$ cat config.mk
export PLATFORM = sky130hd
export DESIGN_NAME = pupil_bbox_locator
export DESIGN_NICKNAME = d
export VERILOG_FILES = /design/src/rtl/pupil_pkg.sv /design/src/rtl/vid_pos_counter.sv /design/src/rtl/pupil_bbox_locator.sv
export SDC_FILE = /design/constraint.sdc
export NUM_CORES = 1
export LEC_CHECK = 0
export CELL_PAD_IN_SITES_DETAIL_PLACEMENT = 0
export CELL_PAD_IN_SITES_GLOBAL_PLACEMENT = 1
export CORE_MARGIN = 2
export CORE_UTILIZATION = 53
export CTS_BUF_LIST = sky130_fd_sc_hd__clkbuf_16
export DETAILED_ROUTE_END_ITERATION = 10
export DONT_BUFFER_PORTS = 1
export PLACE_DENSITY_LB_ADDON = 0.1
export REMOVE_ABC_BUFFERS = 1
export SLEW_MARGIN = 10
export SYNTH_ARGS = -nofsm -noshare
export SYNTH_HDL_FRONTEND = slang
export SYNTH_SLANG_ARGS = --single-unit
$ cat constraint.sdc
create_clock -name clk_i -period 9.5 [get_ports clk_i]
set_input_delay 1.9 -clock clk_i [delete_from_list [all_inputs] [get_ports clk_i]]
set_output_delay 1.9 -clock clk_i [all_outputs]
set_load 0.005 [all_outputs]
$ cat src/rtl/pupil_pkg.sv
// rtl/pupil_pkg.sv - shared state encoding and default geometry for the pupil bbox locator
// Purpose: frame FSM state type and default parameter values used by the locator and its
//          raster position counter.
// Contents: state_t {WAIT_SOF, ACCUM, REPORT}; *_DEF constants for image size, widths,
//           foreground code and minimum pixel count.
package pupil_pkg;

  typedef enum logic [1:0] {
    WAIT_SOF = 2'd0,
    ACCUM    = 2'd1,
    REPORT   = 2'd2
  } state_t;

  localparam int         IMG_W_DEF    = 640;
  localparam int         IMG_H_DEF    = 480;
  localparam int         XW_DEF       = 10;
  localparam int         YW_DEF       = 10;
  localparam int         CW_DEF       = 19;
  localparam logic [7:0] FG_VALUE_DEF = 8'hFF;
  localparam int         MIN_PIX_DEF  = 16;

endpackage

$ cat src/rtl/vid_pos_counter.sv
// rtl/vid_pos_counter.sv - raster x/y tracker with frame and line edge detection
// Purpose: derives the current pixel coordinate from the active-pixel qualifier and
//          flags frame start (vsync rise) and line end (en fall).
// Ports:
//   clk, rst   pixel clock, asynchronous active-high reset
//   en         active-pixel qualifier
//   vsyn       frame sync, rising edge marks a frame boundary
//   x, y       coordinate of the pixel presented this cycle (saturating)
//   sof_ev     vsync rising edge this cycle (combinational)
//   eol_ev     en falling edge this cycle (combinational)
module vid_pos_counter
  import pupil_pkg::*;
#(
  parameter int IMG_W = IMG_W_DEF,
  parameter int IMG_H = IMG_H_DEF,
  parameter int XW    = XW_DEF,
  parameter int YW    = YW_DEF
) (
  input  logic          clk,
  input  logic          rst,
  input  logic          en,
  input  logic          vsyn,
  output logic [XW-1:0] x,
  output logic [YW-1:0] y,
  output logic          sof_ev,
  output logic          eol_ev
);

  localparam logic [XW-1:0] X_LAST = XW'(IMG_W - 1);
  localparam logic [YW-1:0] Y_LAST = YW'(IMG_H - 1);

  logic en_d;
  logic vs_d;

  assign sof_ev = vsyn & ~vs_d;
  assign eol_ev = en_d & ~en;

  always_ff @(posedge clk or posedge rst) begin
    if (rst) begin
      x    <= '0;
      y    <= '0;
      en_d <= 1'b0;
      vs_d <= 1'b0;
    end else begin
      vs_d <= vsyn;
      if (sof_ev) begin
        // A line straddling the frame boundary belongs to the old frame, so the
        // en history is dropped too; otherwise its falling edge would bump y of
        // the new frame to 1 before the first real line.
        x    <= '0;
        y    <= '0;
        en_d <= 1'b0;
      end else begin
        en_d <= en;
        if (en) begin
          if (x != X_LAST) x <= x + 1'b1;
        end else if (eol_ev) begin
          x <= '0;
          if (y != Y_LAST) y <= y + 1'b1;
        end
      end
    end
  end

endmodule

$ cat src/rtl/pupil_bbox_locator.sv
// rtl/pupil_bbox_locator.sv - per-frame bounding box, centre and count of foreground pixels
// Purpose: accumulates the bounding box and pixel count of foreground pixels over a frame
//          and publishes them with a one-cycle valid strobe after each frame boundary.
// Ports:
//   clk_i, a_rst_i        pixel clock, asynchronous active-high reset
//   i_hsyn, i_vsyn, i_en  line sync (pass-through), frame sync, active-pixel qualifier
//   i_binary              binary pixel, FG_VALUE marks foreground
//   o_hs, o_vs            syncs delayed one cycle
//   o_valid               one-cycle strobe, frame result updated
//   o_found               last frame had at least MIN_PIX foreground pixels
//   o_x_min..o_y_max      bounding box of last frame
//   o_cx, o_cy            box centre
//   o_count               foreground pixel count (saturating)
module pupil_bbox_locator
  import pupil_pkg::*;
#(
  parameter int         IMG_W    = IMG_W_DEF,
  parameter int         IMG_H    = IMG_H_DEF,
  parameter int         XW       = XW_DEF,
  parameter int         YW       = YW_DEF,
  parameter int         CW       = CW_DEF,
  parameter logic [7:0] FG_VALUE = FG_VALUE_DEF,
  parameter int         MIN_PIX  = MIN_PIX_DEF
) (
  input  logic          clk_i,
  input  logic          a_rst_i,
  input  logic          i_hsyn,
  input  logic          i_vsyn,
  input  logic          i_en,
  input  logic [7:0]    i_binary,
  output logic          o_hs,
  output logic          o_vs,
  output logic          o_valid,
  output logic          o_found,
  output logic [XW-1:0] o_x_min,
  output logic [XW-1:0] o_x_max,
  output logic [YW-1:0] o_y_min,
  output logic [YW-1:0] o_y_max,
  output logic [XW-1:0] o_cx,
  output logic [YW-1:0] o_cy,
  output logic [CW-1:0] o_count
);

  localparam logic [CW-1:0] CNT_MAX  = '1;
  localparam logic [CW-1:0] CNT_MINF = CW'(MIN_PIX);

  logic [XW-1:0] x;
  logic [YW-1:0] y;
  logic          sof_ev;
  logic          eol_ev;

  vid_pos_counter #(
    .IMG_W(IMG_W),
    .IMG_H(IMG_H),
    .XW   (XW),
    .YW   (YW)
  ) u_pos (
    .clk   (clk_i),
    .rst   (a_rst_i),
    .en    (i_en),
    .vsyn  (i_vsyn),
    .x     (x),
    .y     (y),
    .sof_ev(sof_ev),
    .eol_ev(eol_ev)
  );

  state_t        state;
  logic [XW-1:0] acc_xmin, acc_xmax;
  logic [YW-1:0] acc_ymin, acc_ymax;
  logic [CW-1:0] acc_cnt;

  logic          fg;
  logic [XW-1:0] nxt_xmin, nxt_xmax;
  logic [YW-1:0] nxt_ymin, nxt_ymax;
  logic [CW-1:0] nxt_cnt;
  logic [XW:0]   sum_x;
  logic [YW:0]   sum_y;

  assign fg = i_en && (i_binary == FG_VALUE);

  // Accumulators including this cycle's pixel. Latching outputs from these at the
  // boundary edge includes a pixel coincident with the vsync rise and makes the
  // result visible the very next cycle.
  always_comb begin
    nxt_xmin = acc_xmin;
    nxt_xmax = acc_xmax;
    nxt_ymin = acc_ymin;
    nxt_ymax = acc_ymax;
    nxt_cnt  = acc_cnt;
    if (fg) begin
      if (x < acc_xmin) nxt_xmin = x;
      if (x > acc_xmax) nxt_xmax = x;
      if (y < acc_ymin) nxt_ymin = y;
      if (y > acc_ymax) nxt_ymax = y;
      if (acc_cnt != CNT_MAX) nxt_cnt = acc_cnt + 1'b1;
    end
  end

  assign sum_x = {1'b0, nxt_xmin} + {1'b0, nxt_xmax};
  assign sum_y = {1'b0, nxt_ymin} + {1'b0, nxt_ymax};

  always_ff @(posedge clk_i or posedge a_rst_i) begin
    if (a_rst_i) begin
      state    <= WAIT_SOF;
      acc_xmin <= '1;
      acc_xmax <= '0;
      acc_ymin <= '1;
      acc_ymax <= '0;
      acc_cnt  <= '0;
      o_hs     <= 1'b0;
      o_vs     <= 1'b0;
      o_valid  <= 1'b0;
      o_found  <= 1'b0;
      o_x_min  <= '0;
      o_x_max  <= '0;
      o_y_min  <= '0;
      o_y_max  <= '0;
      o_cx     <= '0;
      o_cy     <= '0;
      o_count  <= '0;
    end else begin
      o_hs    <= i_hsyn;
      o_vs    <= i_vsyn;
      o_valid <= 1'b0;
      case (state)
        WAIT_SOF: begin
          if (sof_ev) begin
            state    <= ACCUM;
            acc_xmin <= '1;
            acc_xmax <= '0;
            acc_ymin <= '1;
            acc_ymax <= '0;
            acc_cnt  <= '0;
          end
        end
        ACCUM: begin
          acc_xmin <= nxt_xmin;
          acc_xmax <= nxt_xmax;
          acc_ymin <= nxt_ymin;
          acc_ymax <= nxt_ymax;
          acc_cnt  <= nxt_cnt;
          if (sof_ev) begin
            state   <= REPORT;
            o_valid <= 1'b1;
            o_found <= (nxt_cnt >= CNT_MINF);
            o_x_min <= nxt_xmin;
            o_x_max <= nxt_xmax;
            o_y_min <= nxt_ymin;
            o_y_max <= nxt_ymax;
            o_cx    <= sum_x[XW:1];
            o_cy    <= sum_y[YW:1];
            o_count <= nxt_cnt;
          end
        end
        REPORT: begin
          // Restart the frame; a pixel arriving now is the new frame's first.
          state    <= ACCUM;
          acc_xmin <= fg ? x : '1;
          acc_xmax <= fg ? x : '0;
          acc_ymin <= fg ? y : '1;
          acc_ymax <= fg ? y : '0;
          acc_cnt  <= fg ? CW'(1) : '0;
        end
        default: state <= WAIT_SOF;
      endcase
    end
  end

endmodule

==> summary.txt <==
sequential cell area fraction in the yosys report: 43.6%
CTS Buffer Depth: 2
area delta synth->final: 7.10%
P per Cell Area: 235 nW/um^2
Final Max Slew Viols: 0
Num CTS Buffers: 17
DRT iter0 DRCs: 405
syn avg cell area: 8.82 um^2
post-synthesis compound-gate area fraction: 18.9%
via count: 7379
min cycle time layout: 5.55 ns
Starting Density: 53.6%
antenna violations before repair: 0
first-pass GRT wire length: 37.4 mm
Reg2Reg Depth: 19
crit-path most repeated cell: o21ai_0
Synth Area in XOR/XNOR: 3.31%
Routed WL: 22.3 mm
CTS tree: built
slew of the pin with the lowest slew margin: 0.999 ns
Via density: 5.72
CTS Root Buffer Type: clkbuf_16
Antenna Violating Nets Remaining: 0
IO Pins: 96
reg2reg end: o_cx[9]
Synth Flop Type: dfrtp_1
Gates resized, CTS repair: 0
Post-Syn Instances: 1082
Worst EP required: 9.85 ns
CP Cell Sequence: nand4_2, or3_1, buf_4, a31oi_1, o21a_1, mux2i_1, or2_2, fa_1, nor2b_1, o21ai_0, a21oi_1, o21ai_0, a21oi_1, o21ai_0, a21boi_0, o21ai_0, a21oi_1
Setup CP Type: in -> reg
Post-CTS Hold Fix Bufs: 0
worst hold start: o_y_max[8]
total power: 2.40 mW
flops & latches, synth: 165
dpl hpwl: 15.0 mm
worst hold path type: reg -> reg
via count of the first global-routing pass: 7011
CP endpoint kind: flip-flop
cell count of the worst hold path: 2
RSZ-0062 raised after global routing: no
CP Launch Type: input port
die height: 138 um
Clock Sinks: 165
Residual DRC: 0
gr ovfl total: 0
Nets: 1127
# diodes: 0
most common cell after layout, fill and taps aside: nand2_1
CORE AREA: 17800 um^2
Max IR drop VDD: 136 uV
Worst path max stage delay: 0.62 ns
standard-cell row count: 49
total routing usage reported by global routing: 24.0%
layout cells sized above 1: 8.47%
Max Freq: 180 MHz
main combinational cell family by area after synthesis: compound AO/OA/AOI/OAI gates
Synth Area in Adders: 8.68%
Cell variety after synth: 73
status: completed
total of max-cap violations: 0
Max-slew headroom: 32.0%
reg-to-reg slack, setup: 4.75 ns
proportion of synthesized area in mux cells: 1.35%
r2r startpoint: acc_xmin[9]
IO buf count: 0
Hold Vio Cnt, Final: 0
CTS clk-pin slew, worst paths: 0.06 ns
Post-Synth Simple-Gate Area: 18.7%
crit share post-route: 58.4%
Clock Skews: 0.0110 ns
WHS Endpoint: o_y_max[8]
insertion delay to the later sink of the worst-skew pair: 0.43 ns
number of synthesized flops with an enable pin: 0
die width: 138 um
largest net degree at the start of global routing: 95
synthesized area: 9540 um^2
most frequent cells in the layout: 248 x nand2_1, 145 x dfrtp_1, 128 x o21ai_0
slowest CP cell: o21a_1
H-tree depth: 4
endpoints failing setup: 0
Final Wtd Congestion: 0.784
WL/cell: 17.3 um
Worst Path Max Fanout: 24
yosys warns: 0
Async S/R FF share, synth: 100%
DRT Pass-1 Iters: 4
Post-CTS Setup Bufs: 0
TNS Setup: 0 ns
die footprint: 19100 um^2
CP Data Arrival Time: 5.90 ns
Static Leakage: 4.74 nW
==> registers in the layout (all words and copies together) (netlist names), 2 cells and up <==
| signal | flops |
|---|---|
| acc_cnt | 19 |
| o_count | 19 |
| acc_xmax | 10 |
| acc_xmin | 10 |
| acc_ymax | 10 |
| acc_ymin | 10 |
| o_cx | 10 |
| o_cy | 10 |
| o_x_max | 10 |
| o_x_min | 10 |
| o_y_max | 10 |
| o_y_min | 10 |
| u_pos.x | 10 |
| u_pos.y | 10 |
| state | 2 |
==> Yosys cell counts (15+ instances only) <==
cell      number  area (um^2)
xor2_1        21          184
nand3_1       20          100
o31ai_1       17          128
dfstp_2       20          526
nor2_1        47          176
o21ai_0      128          641
dfrtp_1      145         3630
nand2_1      249          935
inv_1         64          240
clkbuf_1      43          161
xnor2_1       15          131
nand4_1       16          100
a22o_1        21          184
a32oi_1       19          166
ha_1          63          788
a21oi_1       39          195
==> worst max path at each step <==
stage	from	endpoint	cells past startpoint
2_1_floorplan	a_rst_i	acc_cnt[0]	1
3_3_place_gp	i_binary[3]	o_cy[9]	17
3_5_place_dp	i_binary[3]	o_cy[9]	17
4_1_cts	i_binary[3]	o_cy[9]	17
5_1_grt	i_binary[3]	o_cy[9]	17
6_report	i_binary[3]	o_cy[9]	17
==> report_power, final <==
part | total [mW] | internal (mW) | switching (mW)
clock network | 0.686 | 0.407 | 0.279
logic | 0.744 | 0.245 | 0.499
registers | 0.966 | 0.874 | 0.0917
total | 2.40 | 1.53 | 0.870
==> metrics by stage <==
step / cells / setup WS (ns) / util (%) / hold WS [ns] / cell area, um^2
5_1_grt: 1291 / 3.67 / 57.5 / 0.510 / 10200
6_report: 1291 / 3.95 / 57.5 / 0.499 / 10200
3_5_place_dp: 1259 / 3.55 / 54.2 / 0.482 / 9640
2_1_floorplan: 1021 / 3.17 / - / 0.463 / 9250
3_3_place_gp: 1259 / 3.70 / 54.2 / 0.482 / 9640
4_1_cts: 1291 / 4.01 / 57.5 / 0.503 / 10200
==> layout make-up <==
| type | count | area (um^2) |
|---|---|---|
| inverter | 65 | 249 |
| timing repair buffer | 9 | 67.6 |
| tap | 229 | 287 |
| clock inverter | 15 | 153 |
| fill | 1624 | 7560 |
| sequential | 165 | 4150 |
| multi-input combinational | 791 | 4880 |
| clock buffer | 17 | 425 |
==> routing by layer <==
layer / GRT usage [%] / vias up / part of all wire (%) / wire length (um)
met1: 35.2 / 3503 / 49 / 11000
met5: 0 / - / 0 / 0
met3: 5.65 / 20 / 4.9 / 1090
met2: 36.1 / 162 / 45 / 9930
met4: 6.02 / 0 / 1.3 / 279
li1: - / 3694 / - / -
==> worst max-delay path: cells and delay by family <==
family,cells,cell delay (ns)
buffers and inverters,1,0.25
muxes,1,0.19
AOI/OAI and AO/OA,10,2.23
adders and majority gates,1,0.41
and+or+nand+nor,4,0.91
==> kinds of logic (layout without fill, tap and decap cells) <==
group / count (synthesis) / count (layout)
DFF: 165 / 165
adders and majority gates: 65 / 65
muxes: 12 / 12
buffers and inverters: 126 / 106
and+or+nand+nor: 397 / 397
xor gates and xnor gates: 36 / 36
AOI/OAI and AO/OA: 281 / 281
No activity file was read; power rests on OpenSTA's default activity.
